### config.mk
export PLATFORM = sky130hd
export DESIGN_NAME = cordic_angle_standardizer
export DESIGN_NICKNAME = d
export VERILOG_FILES = /design/src/rtl/cordic_pkg.sv /design/src/rtl/cordic_angle_standardizer.sv
export SDC_FILE = /design/constraint.sdc
export NUM_CORES = 1
export LEC_CHECK = 0
export CAP_MARGIN = 10
export CORE_UTILIZATION = 53
export CTS_CLUSTER_SIZE = 14
export DETAILED_ROUTE_END_ITERATION = 16
export PLACE_DENSITY = 0.81
export RECOVER_POWER = 100
export SYNTH_ARGS = -nofsm -noshare
export SYNTH_HDL_FRONTEND = slang
export SYNTH_SLANG_ARGS = --single-unit
export TNS_END_PERCENT = 5
### constraint.sdc
create_clock -name clk -period 5.5 [get_ports clk]
set_input_delay 0.55 -clock clk [delete_from_list [all_inputs] [get_ports clk]]
set_output_delay 0.55 -clock clk [all_outputs]
set_load 0.02 [all_outputs]
### src/rtl/cordic_pkg.sv
// Shared definitions for the rotation-mode CORDIC front end and post-normalizer.
// Holds the Q2.13 pi/2 constant, the fractional bit counts and the quadrant
// code that travels with each transaction.
package cordic_pkg;

  // pi/2 in Q2.13: round(1.5708 * 8192)
  localparam logic signed [15:0] CORDIC_PI_OVER_2_Q = 16'sd12868;

  // Fraction bits of the Q2.13 angle format used by the CORDIC core
  localparam int unsigned CORDIC_FRAC_BITS = 13;

  // Bits of the binary angle below the quadrant field (one quadrant = 2^14)
  localparam int unsigned THETA_FRAC_W = 14;

  // Pre-rotation applied for each quadrant of the input angle
  typedef enum logic [1:0] {
    Q1_NONE = 2'b00,  // no pre-rotation
    Q2_M90  = 2'b01,  // rotate by -90 deg
    Q3_180  = 2'b10,  // rotate by 180 deg
    Q4_P90  = 2'b11   // rotate by +90 deg
  } quadrant_e;

endpackage

### src/rtl/cordic_angle_standardizer.sv
// Angle standardizer: splits a full-circle binary angle into a quadrant code
// and a residual in [0, 90 deg), converting the residual to Q2.13 radians.
// Two-stage valid/ready pipeline, full throughput, capacity of two.
//
// Ports:
//   clk, rst_n               clock, asynchronous active-low reset
//   in_valid / in_ready      upstream handshake
//   x_in, y_in               signed vector, passed through
//   theta_in                 unsigned binary angle, 65536 = 360 deg
//   tag_in                   opaque sideband tag
//   out_valid / out_ready    downstream handshake
//   x_out, y_out             registered vector
//   phi_std                  residual angle, Q2.13 radians (0..12867)
//   orig_angle_quadrant      theta_in[15:14]
//   tag_out                  tag of the output transaction
//   busy                     any stage holds valid data
module cordic_angle_standardizer
  import cordic_pkg::*;
#(
  parameter int unsigned        TAG_W       = 4,
  parameter logic signed [15:0] PI_OVER_2_Q = CORDIC_PI_OVER_2_Q
) (
  input  logic                    clk,
  input  logic                    rst_n,
  input  logic                    in_valid,
  output logic                    in_ready,
  input  logic signed [15:0]      x_in,
  input  logic signed [15:0]      y_in,
  input  logic        [15:0]      theta_in,
  input  logic        [TAG_W-1:0] tag_in,
  output logic                    out_valid,
  input  logic                    out_ready,
  output logic signed [15:0]      x_out,
  output logic signed [15:0]      y_out,
  output logic signed [15:0]      phi_std,
  output logic        [1:0]       orig_angle_quadrant,
  output logic        [TAG_W-1:0] tag_out,
  output logic                    busy
);

  // Stage 1 state
  logic                    v1_q, v1_d;
  logic signed [15:0]      x1_q, x1_d, y1_q, y1_d;
  logic        [TAG_W-1:0] tag1_q, tag1_d;
  quadrant_e               quad1_q, quad1_d;
  logic        [13:0]      frac1_q, frac1_d;

  // Stage 2 state
  logic                    v2_q, v2_d;
  logic signed [15:0]      x2_q, x2_d, y2_q, y2_d;
  logic        [TAG_W-1:0] tag2_q, tag2_d;
  quadrant_e               quad2_q, quad2_d;
  logic        [15:0]      phi2_q, phi2_d;

  logic ready2, ld1, ld2;

  assign ready2   = !v2_q || out_ready;
  assign in_ready = !v1_q || ready2;
  assign ld1      = in_valid && in_ready;
  assign ld2      = v1_q && ready2;

  always_comb begin
    v1_d    = v1_q;
    x1_d    = x1_q;
    y1_d    = y1_q;
    tag1_d  = tag1_q;
    quad1_d = quad1_q;
    frac1_d = frac1_q;
    v2_d    = v2_q;
    x2_d    = x2_q;
    y2_d    = y2_q;
    tag2_d  = tag2_q;
    quad2_d = quad2_q;
    phi2_d  = phi2_q;

    // A stage drained this cycle stays valid only if it is refilled
    if (ld2) begin
      v1_d = 1'b0;
    end
    if (ld1) begin
      v1_d    = 1'b1;
      x1_d    = x_in;
      y1_d    = y_in;
      tag1_d  = tag_in;
      quad1_d = quadrant_e'(theta_in[15:14]);
      frac1_d = theta_in[13:0];
    end

    if (v2_q && out_ready) begin
      v2_d = 1'b0;
    end
    if (ld2) begin
      v2_d    = 1'b1;
      x2_d    = x1_q;
      y2_d    = y1_q;
      tag2_d  = tag1_q;
      quad2_d = quad1_q;
      // 14x14 -> 28-bit unsigned product; dropping 14 LSBs leaves < 2^14
      phi2_d  = 16'((28'(frac1_q) * 28'(PI_OVER_2_Q)) >> THETA_FRAC_W);
    end
  end

  always_ff @(posedge clk or negedge rst_n) begin
    if (!rst_n) begin
      v1_q    <= 1'b0;
      x1_q    <= '0;
      y1_q    <= '0;
      tag1_q  <= '0;
      quad1_q <= Q1_NONE;
      frac1_q <= '0;
      v2_q    <= 1'b0;
      x2_q    <= '0;
      y2_q    <= '0;
      tag2_q  <= '0;
      quad2_q <= Q1_NONE;
      phi2_q  <= '0;
    end else begin
      v1_q    <= v1_d;
      x1_q    <= x1_d;
      y1_q    <= y1_d;
      tag1_q  <= tag1_d;
      quad1_q <= quad1_d;
      frac1_q <= frac1_d;
      v2_q    <= v2_d;
      x2_q    <= x2_d;
      y2_q    <= y2_d;
      tag2_q  <= tag2_d;
      quad2_q <= quad2_d;
      phi2_q  <= phi2_d;
    end
  end

  assign out_valid           = v2_q;
  assign x_out               = x2_q;
  assign y_out               = y2_q;
  assign phi_std             = phi2_q;
  assign orig_angle_quadrant = quad2_q;
  assign tag_out             = tag2_q;
  assign busy                = v1_q || v2_q;

endmodule

; Word level (Yosys, flattened, before mapping)
; Index checks and enable logic that the tools add are counted.
[totals]
reg_bits = 106
latchBits = 0
ram_bits = 0
romBits = 0
input_bits = 56
output_inout_bits = 57
word_cells = 27
n_memories = 0
[classes]
n_addsub = 0
mul = 1
div_mod_pow = 0
n_lt_le_gt_ge = 0
eq_ne = 0
shifts = 0
muxes = 4
bitwise_logic = 0
reduce_logical = 10
[ops]
columns = operator, n
row1 = $mul A14 B12 Y26 const B, 1
row2 = $mux W1, 4
row3 = $reduce_bool A2 Y1, 2
row4 = $logic_and A1 B1 Y1, 3
row5 = $logic_or A1 B1 Y1, 3
row6 = $logic_not A1 Y1, 2

; Depth between registers and ports, before layout
; Gate-level depths: netlist of the first run.
[depth]
depth_word = 5
depth_mapped = 15
ltp_nobuf = 14

; Least setup slack after synthesis of the first run
; OpenSTA, ideal clock, no wires.
[synth_timing]
kind = flip-flop to flip-flop
start = register frac1_q[1]
end = register phi2_q[9] (netlist: phi_std[9])
setup_ns = 0.069
arrival_ns = 3.843
t_required_ns = 5.431
slack_ns = 1.588
stages_incl_launch_ff = 15
path_buffers = 0
period_less_slack_ns = 3.912
path_cell_list = dfrtp_1 ha_1 inv_1 fa_1 inv_1 fa_1 fa_1 ha_1 ha_1 o21ai_0 a21oi_2 and2_4 a211oi_2 or4_1 nand3_1
[synth_via]
elab_chain_cells = 1
[synth_rtl]
columns = element, line
row1 = from (decl), cordic_angle_standardizer.sv:46  ; logic [13:0] frac1_q, frac1_d;
row2 = from (signal assigned), cordic_angle_standardizer.sv:123  ; frac1_q <= frac1_d;
row3 = $mul A14 B12 Y26, cordic_angle_standardizer.sv:99  ; phi2_d = 16'((28'(frac1_q) * 28'(PI_OVER_2_Q)) >> THETA_FRAC_W);
row4 = to (signal assigned), cordic_angle_standardizer.sv:129  ; phi2_q <= phi2_d;
row5 = to (decl), cordic_angle_standardizer.sv:53  ; logic [15:0] phi2_q, phi2_d;
; No other way between the ends.
; A chain may end at the register's enable or synchronous reset.

; Final worst setup path of the first run
[layout_timing]
start = register frac1_q[2]
end = register phi2_q[11] (netlist: phi_std[11])
; Same word-level chain as after synthesis.

==> run_results.csv, run 1 <==
group,metric,value,unit
clock_network,cts_setup_buffers,0,
sta,setup_viol,0,
global_routing,grt_usage,0.230,
setup_path,slowest_delay,0.54,ns
cells_and_area,stdcell_area,7710,um2
sta,period_needed,4.37,ns
clock_network,postCtsHoldBufs,0,
sta,worstMarginPinSlew,2.89,ns
cells_and_area,final_cells,836,
power_and_ir_drop,p_leak,0.00380,uW
logic_synthesis,syn_avg_cell_area,10.7,um2
sta,drv_slew,99,
detailed_routing,avgViaCountPerCell,5.36,
status,outcome,"complete, but fails checks",
global_routing,grt_overflow,0,
cells_and_area,antenna_cells,0,
setup_path,path_max_fanout,7,
logic_synthesis,yosysWarnings,0,
setup_path,critPathCaptureType,"flip-flop",
placed_design,port_buffers,110,
clock_network,cts_tree,"built",
power_and_ir_drop,combPwrFrac,0.637,
power_and_ir_drop,swShare,0.459,
floorplanning,pin_count,113,
logic_synthesis,synth.distinct_cells,47,
logic_synthesis,syn_area,6250,um2
sta,hold_ws,0.468,ns
power_and_ir_drop,seq_power_share,0.226,
cells_and_area,layout-drive-gt1-share,0.111,
clock_network,cts-resized-gates,0,
floorplanning,core_area,11500,um2
detailed_routing,wl,13200,um
sta,rsz0062_at_grt,"false",
power_and_ir_drop,peakVddDrop,0.419,mV
sta,fin_tns_setup,0,ns
sta,hold_violations,0,
clock_network,cts_buffer_depth,2,
placed_design,placed_cells,820,
clock_network,clock_latency,0.35,ns
power_and_ir_drop,p_sw,2160,uW
floorplanning,start_util,0.545,
cells_and_area,area_growth,23.3,%
setup_path,slowest_stage,"fa_1",
flow_run,maxCapViolations,2,
global_routing,antenna_found_initial,0,
clock_network,clkSlewWorstSetupHoldPaths,0.08,ns
detailed_routing,vias,4478,
placed_design,hpwl,9930,um
power_and_ir_drop,clkPwrFrac,0.136,
clock_network,cts_root_buffer,"clkbuf_16",
sta,period_share,0.795,
detailed_routing,drtPass1Iterations,4,
clock_network,numCtsBuffers,9,
setup_path,crit_buf_inv,0,
sta,skew,0.00544,ns
global_routing,grt_pass1_wl,22500,um
detailed_routing,detail-route-antenna-nets,0,
sta,fmax,0.229,GHz
detailed_routing,wl_per_cell,15.8,um
placed_design,place_congestion,0.867,
power_and_ir_drop,p_int,2550,uW
global_routing,grt_pass1_vias,4781,
floorplanning,rows,39,
logic_synthesis,syn_inst,584,
setup_path,arrival,4.61,ns
sta,slew_headroom,-0.925,
clock_network,cts_sinks,106,
status,violations,"max-capacitance violations, max-slew violations",
detailed_routing,drtIter0Drc,134,
logic_synthesis,yosysSeqAreaShare,0.424,
placed_design,place_area,7470,um2
setup_path,crit_type,"flip-flop to flip-flop",
floorplanning,die_h,111,um
setup_path,path_cells,"ha_1, fa_1, fa_1, fa_1, ha_1, ha_1, a21oi_1, o21ai_0, a21oi_1, o21ai_0, a221oi_1, nand3_1",
cells_and_area,layout.nets,845,
detailed_routing,drc,0,
floorplanning,die_w,111,um
setup_path,crit_family,"adder cells",
setup_path,crit_required,5.73,ns
min_path,min_path_type,"flip-flop to flip-flop",
clock_network,htreeDepth,3,
logic_synthesis,synth_seq_cells,106,
global_routing,grt_max_degree,63,
setup_path,crit_path_start_kind,"flip-flop",
floorplanning,die_area,12200,um2
power_and_ir_drop,power_density,611,nW/um2
## cell usage after synthesis (all sizes together)
cell type | n | share of area
nand2 | 136 | 0.082
dfrtp | 106 | 0.42
ha | 79 | 0.16
inv | 53 | 0.032
mux2 | 52 | 0.094
fa | 22 | 0.070
o21ai | 19 | 0.018
a21oi | 14 | 0.012
clkbuf | 12 | 0.0072
buf | 10 | 0.0096
xnor2 | 8 | 0.011
nand3 | 7 | 0.0056
o21a | 6 | 0.0072
a211oi | 5 | 0.0084
nand4 | 5 | 0.0050
nor2 | 5 | 0.0030
nand2b | 4 | 0.0040
nor3 | 4 | 0.0032
o21bai | 4 | 0.0048
xor2 | 4 | 0.0056
a21o | 3 | 0.0036
and2 | 3 | 0.0034
o31ai | 3 | 0.0044
nand3b | 2 | 0.0024
o211ai | 2 | 0.0024
or2 | 2 | 0.0020
or4 | 2 | 0.0024
a2111oi | 1 | 0.0016
a211o | 1 | 0.0014
a221oi | 1 | 0.0014
a22o | 1 | 0.0016
conb | 1 | 0.00060
nor3b | 1 | 0.0012
nor4 | 1 | 0.0010
o2111ai | 1 | 0.0014
o221ai | 1 | 0.0014
o22ai | 1 | 0.0010
o311ai | 1 | 0.0014
or3 | 1 | 0.0010
## path summary, 6_finish.rpt
| path | slack (ns) | cells after the start | to | start |
|---|---|---|---|---|
| setup / recovery | 1.13 | 12 | phi_std[11] | frac1_q[2] |
| hold / removal | 0.47 | 2 | x_out[14] | x1_q[14] |
| setup reg to reg | 1.13 | 12 | phi_std[11] | frac1_q[2] |
| hold reg to reg | 0.47 | 2 | x_out[14] | x1_q[14] |
| max in group asynchronous | 2.08 | 2 | x_out[8] | rst_n |
| min in group asynchronous | 0.95 | 1 | phi_std[2] | rst_n |
## state kept, by name, indices dropped and copies added, names as in the netlist
name                 flops
out_valid                1
phi_std                 14
x_out                   16
v1_q                     1
y1_q                    16
frac1_q                 14
x1_q                    16
y_out                   16
orig_angle_quadrant      2
tag_out                  4
quad1_q                  2
tag1_q                   4
## metal layers
| metal | global-route usage | share of wire | vias to the layer above |
|---|---|---|---|
| met5 | 0 | 0 | - |
| met4 | 0.0658 | 0.019 | 0 |
| met3 | 0.0834 | 0.068 | 21 |
| met2 | 0.378 | 0.49 | 106 |
| met1 | 0.285 | 0.42 | 2203 |
| li1 | - | - | 2148 |
## power by group through the flow
stage	combinational, uW	clock [uW]	sequential (uW)
after floorplan	2150	0	1200
after global placement	3000	0	1080
after detailed placement	3090	0	1090
after CTS	3130	657	1070
after global routing	3330	688	1090
final	3000	641	1070
## layout by cell type, fill, tap and decap left out, types with 5 or more instances in the layout
cell             Yosys  routed
a21oi_1             12      14
clkbuf_16            0       9
clkdlybuf4s50_1      0      53
dfrtp_1            106     106
dlygate4sd3_1        0      56
fa_1                22      22
ha_1                79      79
inv_1               53      53
mux2_2              52      52
nand2_1            136     135
nand3_1              7       7
nand4_1              5       5
nor2_1               5       5
o21a_1               6       6
o21ai_0             13      16
xnor2_1              8       8
## metrics by stage
step           setup WS [ns]  utilization  total power [uW]
2_1_floorplan           1.59            -              3350
5_1_grt                0.821        0.672              5110
3_5_place_dp            1.27        0.651              4180
4_1_cts                 1.25        0.677              4860
3_3_place_gp            1.35        0.651              4080
6_report                1.13        0.672              4710
## kinds of logic after synthesis
group                    share of synthesized area
buffers and inverters                       0.0486
adder cells (fa/ha/maj)                      0.228
flip-flops                                   0.424
multiplexers                                0.0936
AND/OR/NAND/NOR                              0.116
other                                     0.000600
AO/OA/AOI/OAI                               0.0720
XOR/XNOR                                    0.0168
## worst register-to-register path: cells and delay by family, from the launching register on
family | cells | cell delay [ns]
adders and majority gates | 6 | 2.52
DFF | 1 | 0.44
AOI/OAI and AO/OA | 5 | 1.20
and+or+nand+nor | 1 | 0.10
## final cells by class
class                      count  area (um2)
multi-input combinational    404        3280
inverter                      53         199
clock buffer                   9         225
fill                         885        3760
tap                          143         179
clock inverter                 7        68.8
timing repair buffer         114        1110
sequential                   106        2650
Note: power is estimated with default switching activity, not from simulation.
==> run 2, diff against run 1 <==
- clock period: 5.5 -> 4.4 ns (I/O delays scaled with it)
==> run 2 against run 1 <==
- the run still ends with max-capacitance violations, max-slew violations left
- sequential share of layout area fell by 0.24 points
- via count grew 0.74%
- sequential power rose by 24%
- critical path depth unchanged
- clock-buffer cell count rose by 1
- worst setup slack got worse by 0.95 ns
- clock skew rose by 0.0035 ns
- global-route usage about the same
- die area unchanged
- power is 27% higher
- register-to-register slack worse by 0.95 ns
- utilization up 0.48 points
- largest cell class unchanged
==> run_results.csv, run 2 (synthesis gave the netlist of run 1 again) <==
group,metric,value,unit
placed_design,hpwl,9860,um
clock_network,cts_tree,"built",
cells_and_area,n_fill_cell,879,
min_path,min_path_type,"flip-flop to flip-flop",
setup_path,crit_path_start_kind,"flip-flop",
floorplanning,die_w,111,um
sta,setup_viol,0,
global_routing,grt_usage,0.231,
power_and_ir_drop,p_int,3220,uW
power_and_ir_drop,combPwrFrac,0.647,
floorplanning,die_area,12200,um2
sta,rsz0062_at_grt,"true",
cells_and_area,layout.nets,846,
setup_path,crit_family,"adder cells",
sta,fin_tns_setup,0,ns
clock_network,cts_sinks,106,
placed_design,place_ws,0.150,ns
cells_and_area,layout_commonest_cell,"nand2_1",
clock_network,cts_buffer_depth,2,
min_path,min_path_cells,2,
detailed_routing,detail-route-antenna-nets,0,
cells_and_area,layout-drive-gt1-share,0.122,
floorplanning,pin_count,113,
cells_and_area,stdcell_area,7770,um2
detailed_routing,avgViaCountPerCell,5.39,
setup_path,reg2reg_depth,12,
global_routing,grt_overflow,0,
placed_design,placed_cells,821,
placed_design,port_buffers,110,
cells_and_area,postLayoutCoreUtil,0.677,
floorplanning,die_h,111,um
placed_design,place_area,7470,um2
power_and_ir_drop,power_density,773,nW/um2
detailed_routing,wl_per_cell,15.6,um
setup_path,slowest_delay,0.55,ns
clock_network,htreeDepth,3,
setup_path,crit_required,4.66,ns
power_and_ir_drop,swShare,0.464,
sta,drv_slew,168,
sta,worstMarginPinSlew,1.82,ns
sta,slew_headroom,-0.212,
clock_network,clock_latency,0.36,ns
status,violations,"max-capacitance violations, max-slew violations",
floorplanning,start_util,0.545,
power_and_ir_drop,p_leak,0.00380,uW
setup_path,arrival,4.48,ns
clock_network,postCtsHoldBufs,0,
floorplanning,core_area,11500,um2
detailed_routing,drtPass1Iterations,4,
sta,skew,0.00890,ns
placed_design,place_congestion,0.853,
setup_path,path_cells,"ha_1, fa_1, fa_1, fa_1, ha_1, ha_1, nand3_1, nor2_1, a211oi_2, nor4_2, o211ai_1, o311ai_1",
power_and_ir_drop,seq_power_share,0.221,
min_path,hold_path_end,"x_out[12]",
setup_path,path_max_fanout,7,
sta,period_share,0.959,
global_routing,grt_max_degree,75,
detailed_routing,wl,13100,um
cells_and_area,area_growth,24.2,%
clock_network,numCtsBuffers,9,
status,outcome,"complete, but fails checks",
cells_and_area,final_cells,837,
setup_path,critPathCaptureType,"flip-flop",
cells_and_area,final_cell_mix,"nand2_1, dfrtp_1, ha_1, dlygate4sd3_1",
setup_path,crit_type,"flip-flop to flip-flop",
floorplanning,rows,39,
sta,fmax,0.237,GHz
clock_network,cts_root_buffer,"clkbuf_16",
detailed_routing,drc,0,
setup_path,slowest_stage,"fa_1",
global_routing,grt_pass1_vias,4716,
flow_run,maxCapViolations,4,
power_and_ir_drop,peakVddDrop,0.602,mV
sta,fin_ws,0.180,ns
setup_path,crit_buf_inv,0,
power_and_ir_drop,clkPwrFrac,0.132,
global_routing,grt_pass1_wl,22600,um
detailed_routing,drtIter0Drc,192,
clock_network,clkSlewWorstSetupHoldPaths,0.08,ns
power_and_ir_drop,p_sw,2780,uW
cells_and_area,antenna_cells,0,
setup_path,r2r-start,"frac1_q[2]",
sta,hold_violations,0,
sta,period_needed,4.22,ns
global_routing,antenna_found_initial,0,
min_path,hold_start,"x1_q[12]",
setup_path,r2r_setup_slack,0.18,ns
detailed_routing,vias,4511,
setup_path,r2r-end,"phi_std[13]",
-- run 2: cell count changes in the layout (fill, tap and decap cells not counted), sizes merged --
cell / change
buf: +2
clkinv: -1
clkinvlp: +2
inv: -2
-- run 2: through the flow --
stage / hold WS (ns) / total power [uW]
floorplan: 0.144 / 4190
CTS: 0.254 / 6040
global placement: 0.442 / 5110
global route: 0.493 / 6540
finish: 0.465 / 6000
detailed placement: 0.450 / 5230
-- run 2: power groups by stage --
stage	clock network (uW)	registers (uW)	logic, uW
global placement	0	1340	3770
floorplan	0	1500	2690
detailed placement	0	1350	3870
finish	793	1330	3880
global route	848	1360	4330
CTS	810	1340	3890
-- run 2: metal layers --
layer,share of wire,track usage,vias to the layer above
met5,0,0,-
met4,0.016,0.0862,0
met3,0.069,0.0637,16
met2,0.49,0.372,114
met1,0.43,0.296,2222
li1,-,-,2159
-- run 2: layout make-up --
cell class | instances | area [um2] | area share
multi-input combinational | 404 | 3320 | 0.428
inverter | 53 | 199 | 0.0256
clock buffer | 10 | 229 | 0.0295
sequential | 106 | 2650 | 0.342
timing repair buffer | 115 | 1120 | 0.145
tap | 143 | 179 | 0.0230
clock inverter | 6 | 61.3 | 0.00789
-- run 2: worst min-delay path: stages, from the launching register on --
cell	delay, ns
dfrtp_1	0.34
nand2_1	0.05
nand2_1	0.05
-- run 2: worst max path at each step --
| stage | endpoint | startpoint | depth (start not counted) |
|---|---|---|---|
| 3_5_place_dp | phi_std[13] | frac1_q[2] | 12 |
| 5_1_grt | phi_std[11] | frac1_q[2] | 12 |
| 3_3_place_gp | phi_std[13] | frac1_q[2] | 12 |
| 2_1_floorplan | phi_std[9] | frac1_q[1] | 14 |
| 6_report | phi_std[13] | frac1_q[2] | 12 |
| 4_1_cts | phi_std[13] | frac1_q[2] | 12 |
-- run 2: timing repair --
| action | 4_1_cts | 5_1_grt |
|---|---|---|
| buffers inserted | 0 | 0 |
| gates resized for setup | 0 | 3 |
| setup endpoints to repair | 0 | 4 |
==> run 3, diff against run 2 <==
- CORE_UTILIZATION: 53 -> 40
- PLACE_DENSITY: 0.81 -> unset
==> run 3 against run 2 <==
- flip-flop and latch count stayed put
- design area rose by 1.6%
- final cell count increased by 8.2%
- non-clock buffer count rose by 1
- global-route usage decreased by 5.3 points
- largest cell class unchanged
- the flow still finishes with violations (max-capacitance violations, max-slew violations)
- utilization fell by 16 points
==> run_results.csv, run 3 (synthesis gave the netlist of run 1 again) <==
group,metric,value,unit
setup_path,critPathCaptureType,"flip-flop",
floorplanning,rows,45,
power_and_ir_drop,p_int,3310,uW
placed_design,place_ws,0.0989,ns
cells_and_area,layout-drive-gt1-share,0.128,
detailed_routing,detail-route-antenna-nets,0,
sta,fmax,0.239,GHz
power_and_ir_drop,swShare,0.453,
sta,fin_tns_setup,0,ns
detailed_routing,avgViaCountPerCell,4.94,
global_routing,grt_pass1_vias,4663,
global_routing,grt_overflow,0,
clock_network,cts_sinks,106,
clock_network,htreeDepth,3,
flow_run,maxCapViolations,3,
detailed_routing,wl_per_cell,14.7,um
power_and_ir_drop,power_density,767,nW/um2
floorplanning,die_area,16100,um2
power_and_ir_drop,seq_power_share,0.220,
floorplanning,start_util,0.410,
clock_network,clkSlewWorstSetupHoldPaths,0.07,ns
power_and_ir_drop,p_sw,2750,uW
detailed_routing,wl,13300,um
power_and_ir_drop,clkPwrFrac,0.142,
clock_network,postCtsHoldBufs,0,
placed_design,place_area,7560,um2
status,violations,"max-capacitance violations, max-slew violations",
sta,slew_headroom,-0.262,
cells_and_area,layout.nets,847,
floorplanning,die_w,127,um
global_routing,grt_max_degree,78,
setup_path,slowest_delay,0.54,ns
clock_network,cts_tree,"built",
global_routing,antenna_found_initial,0,
placed_design,port_buffers,110,
sta,period_share,0.950,
setup_path,crit_family,"adder cells",
sta,skew,0.00645,ns
detailed_routing,vias,4474,
placed_design,placed_cells,889,
clock_network,numCtsBuffers,9,
power_and_ir_drop,peakVddDrop,0.591,mV
setup_path,arrival,4.46,ns
setup_path,crit_start,"frac1_q[2]",
power_and_ir_drop,finalPower,6050,uW
cells_and_area,final_cell_mix,"nand2_1, dfrtp_1, ha_1, dlygate4sd3_1",
global_routing,grt_pass1_wl,22500,um
setup_path,crit_required,4.68,ns
power_and_ir_drop,p_leak,0.00382,uW
placed_design,hpwl,10100,um
detailed_routing,drtIter0Drc,117,
detailed_routing,drtPass1Iterations,4,
setup_path,slowest_stage,"fa_1",
min_path,hold_start,"y1_q[12]",
cells_and_area,final_cells,906,
sta,drv_slew,146,
clock_network,cts_root_buffer,"clkbuf_16",
setup_path,r2r-start,"frac1_q[2]",
setup_path,crit_path_start_kind,"flip-flop",
min_path,min_path_type,"flip-flop to flip-flop",
sta,hold_violations,0,
global_routing,grt_usage,0.178,
cells_and_area,antenna_cells,0,
cells_and_area,layout_commonest_cell,"nand2_1",
sta,setup_viol,0,
floorplanning,core_area,15300,um2
cells_and_area,stdcell_area,7890,um2
setup_path,path_max_fanout,5,
power_and_ir_drop,combPwrFrac,0.638,
floorplanning,die_h,127,um
sta,rsz0062_at_grt,"false",
sta,fin_ws,0.222,ns
placed_design,place_congestion,0.908,
floorplanning,pin_count,113,
sta,period_needed,4.18,ns
setup_path,crit_buf_inv,2,
setup_path,path_cells,"ha_1, inv_1, fa_1, inv_1, fa_1, fa_1, ha_1, ha_1, o21ai_0, a21oi_2, and2_4, a211oi_2, or4_1, nand3_1",
sta,worstMarginPinSlew,1.89,ns
status,outcome,"complete, but fails checks",
cells_and_area,area_growth,26.1,%
setup_path,crit_type,"flip-flop to flip-flop",
clock_network,clock_latency,0.35,ns
clock_network,cts_buffer_depth,2,
detailed_routing,drc,0,
run 3: cell count changes in the layout (fill, tap and decap cells not counted), sizes merged:
cell | before | now
clkinvlp | 3 | 1
buf | 2 | 3
bufinv | 0 | 1
inv | 55 | 56
run 3: repair_timing:
action | in CTS | in global routing
resized for setup | 0 | 6
setup endpoints to repair | 0 | 6
setup buffers | 0 | 1
run 3: per-stage QoR:
stage | util | hold WS, ns
3_5_place_dp | 0.495 | 0.451
3_3_place_gp | 0.495 | 0.442
4_1_cts | 0.516 | 0.275
5_1_grt | 0.517 | 0.490
2_1_floorplan | - | 0.144
6_report | 0.517 | 0.463
run 3: power groups by stage:
stage          Clock (uW)  Combinational, uW  Sequential, uW
2_1_floorplan           0               2690            1500
3_3_place_gp            0               3810            1350
3_5_place_dp            0               3870            1360
4_1_cts               892               3900            1340
5_1_grt               931               4340            1370
6_report              862               3860            1330
run 3: area by class of cell:
class	count	area (um2)
clock buffer	10	239
fill	1425	7370
sequential	106	2660
inverter	53	199
tap	211	264
multi-input combinational	404	3320
timing repair buffer	116	1130
clock inverter	6	82.6
run 3: metal layers:
layer  vias up  routed length [um]  GRT usage  share of wire
met3         6                1010     0.0729          0.076
li1       2150                   -          -              -
met5         -                   0          0              0
met4         0                 104     0.0336         0.0078
met2       103                6540      0.296           0.49
met1      2215                5630      0.217           0.42
run 3: final timing paths:
check	depth (start not counted)	to	slack (ns)
max in group asynchronous	2	y_out[0]	1.52
setup / recovery	14	phi_std[9]	0.22
hold reg to reg	2	y_out[12]	0.46
min in group asynchronous	1	x_out[8]	0.61
setup reg to reg	14	phi_std[9]	0.22
hold / removal	2	y_out[12]	0.46
run 3: tightest hold or removal path, stage by stage (launching register included):
cell and delay [ns]:
dfrtp_1 0.34, nand2_1 0.05, nand2_1 0.04
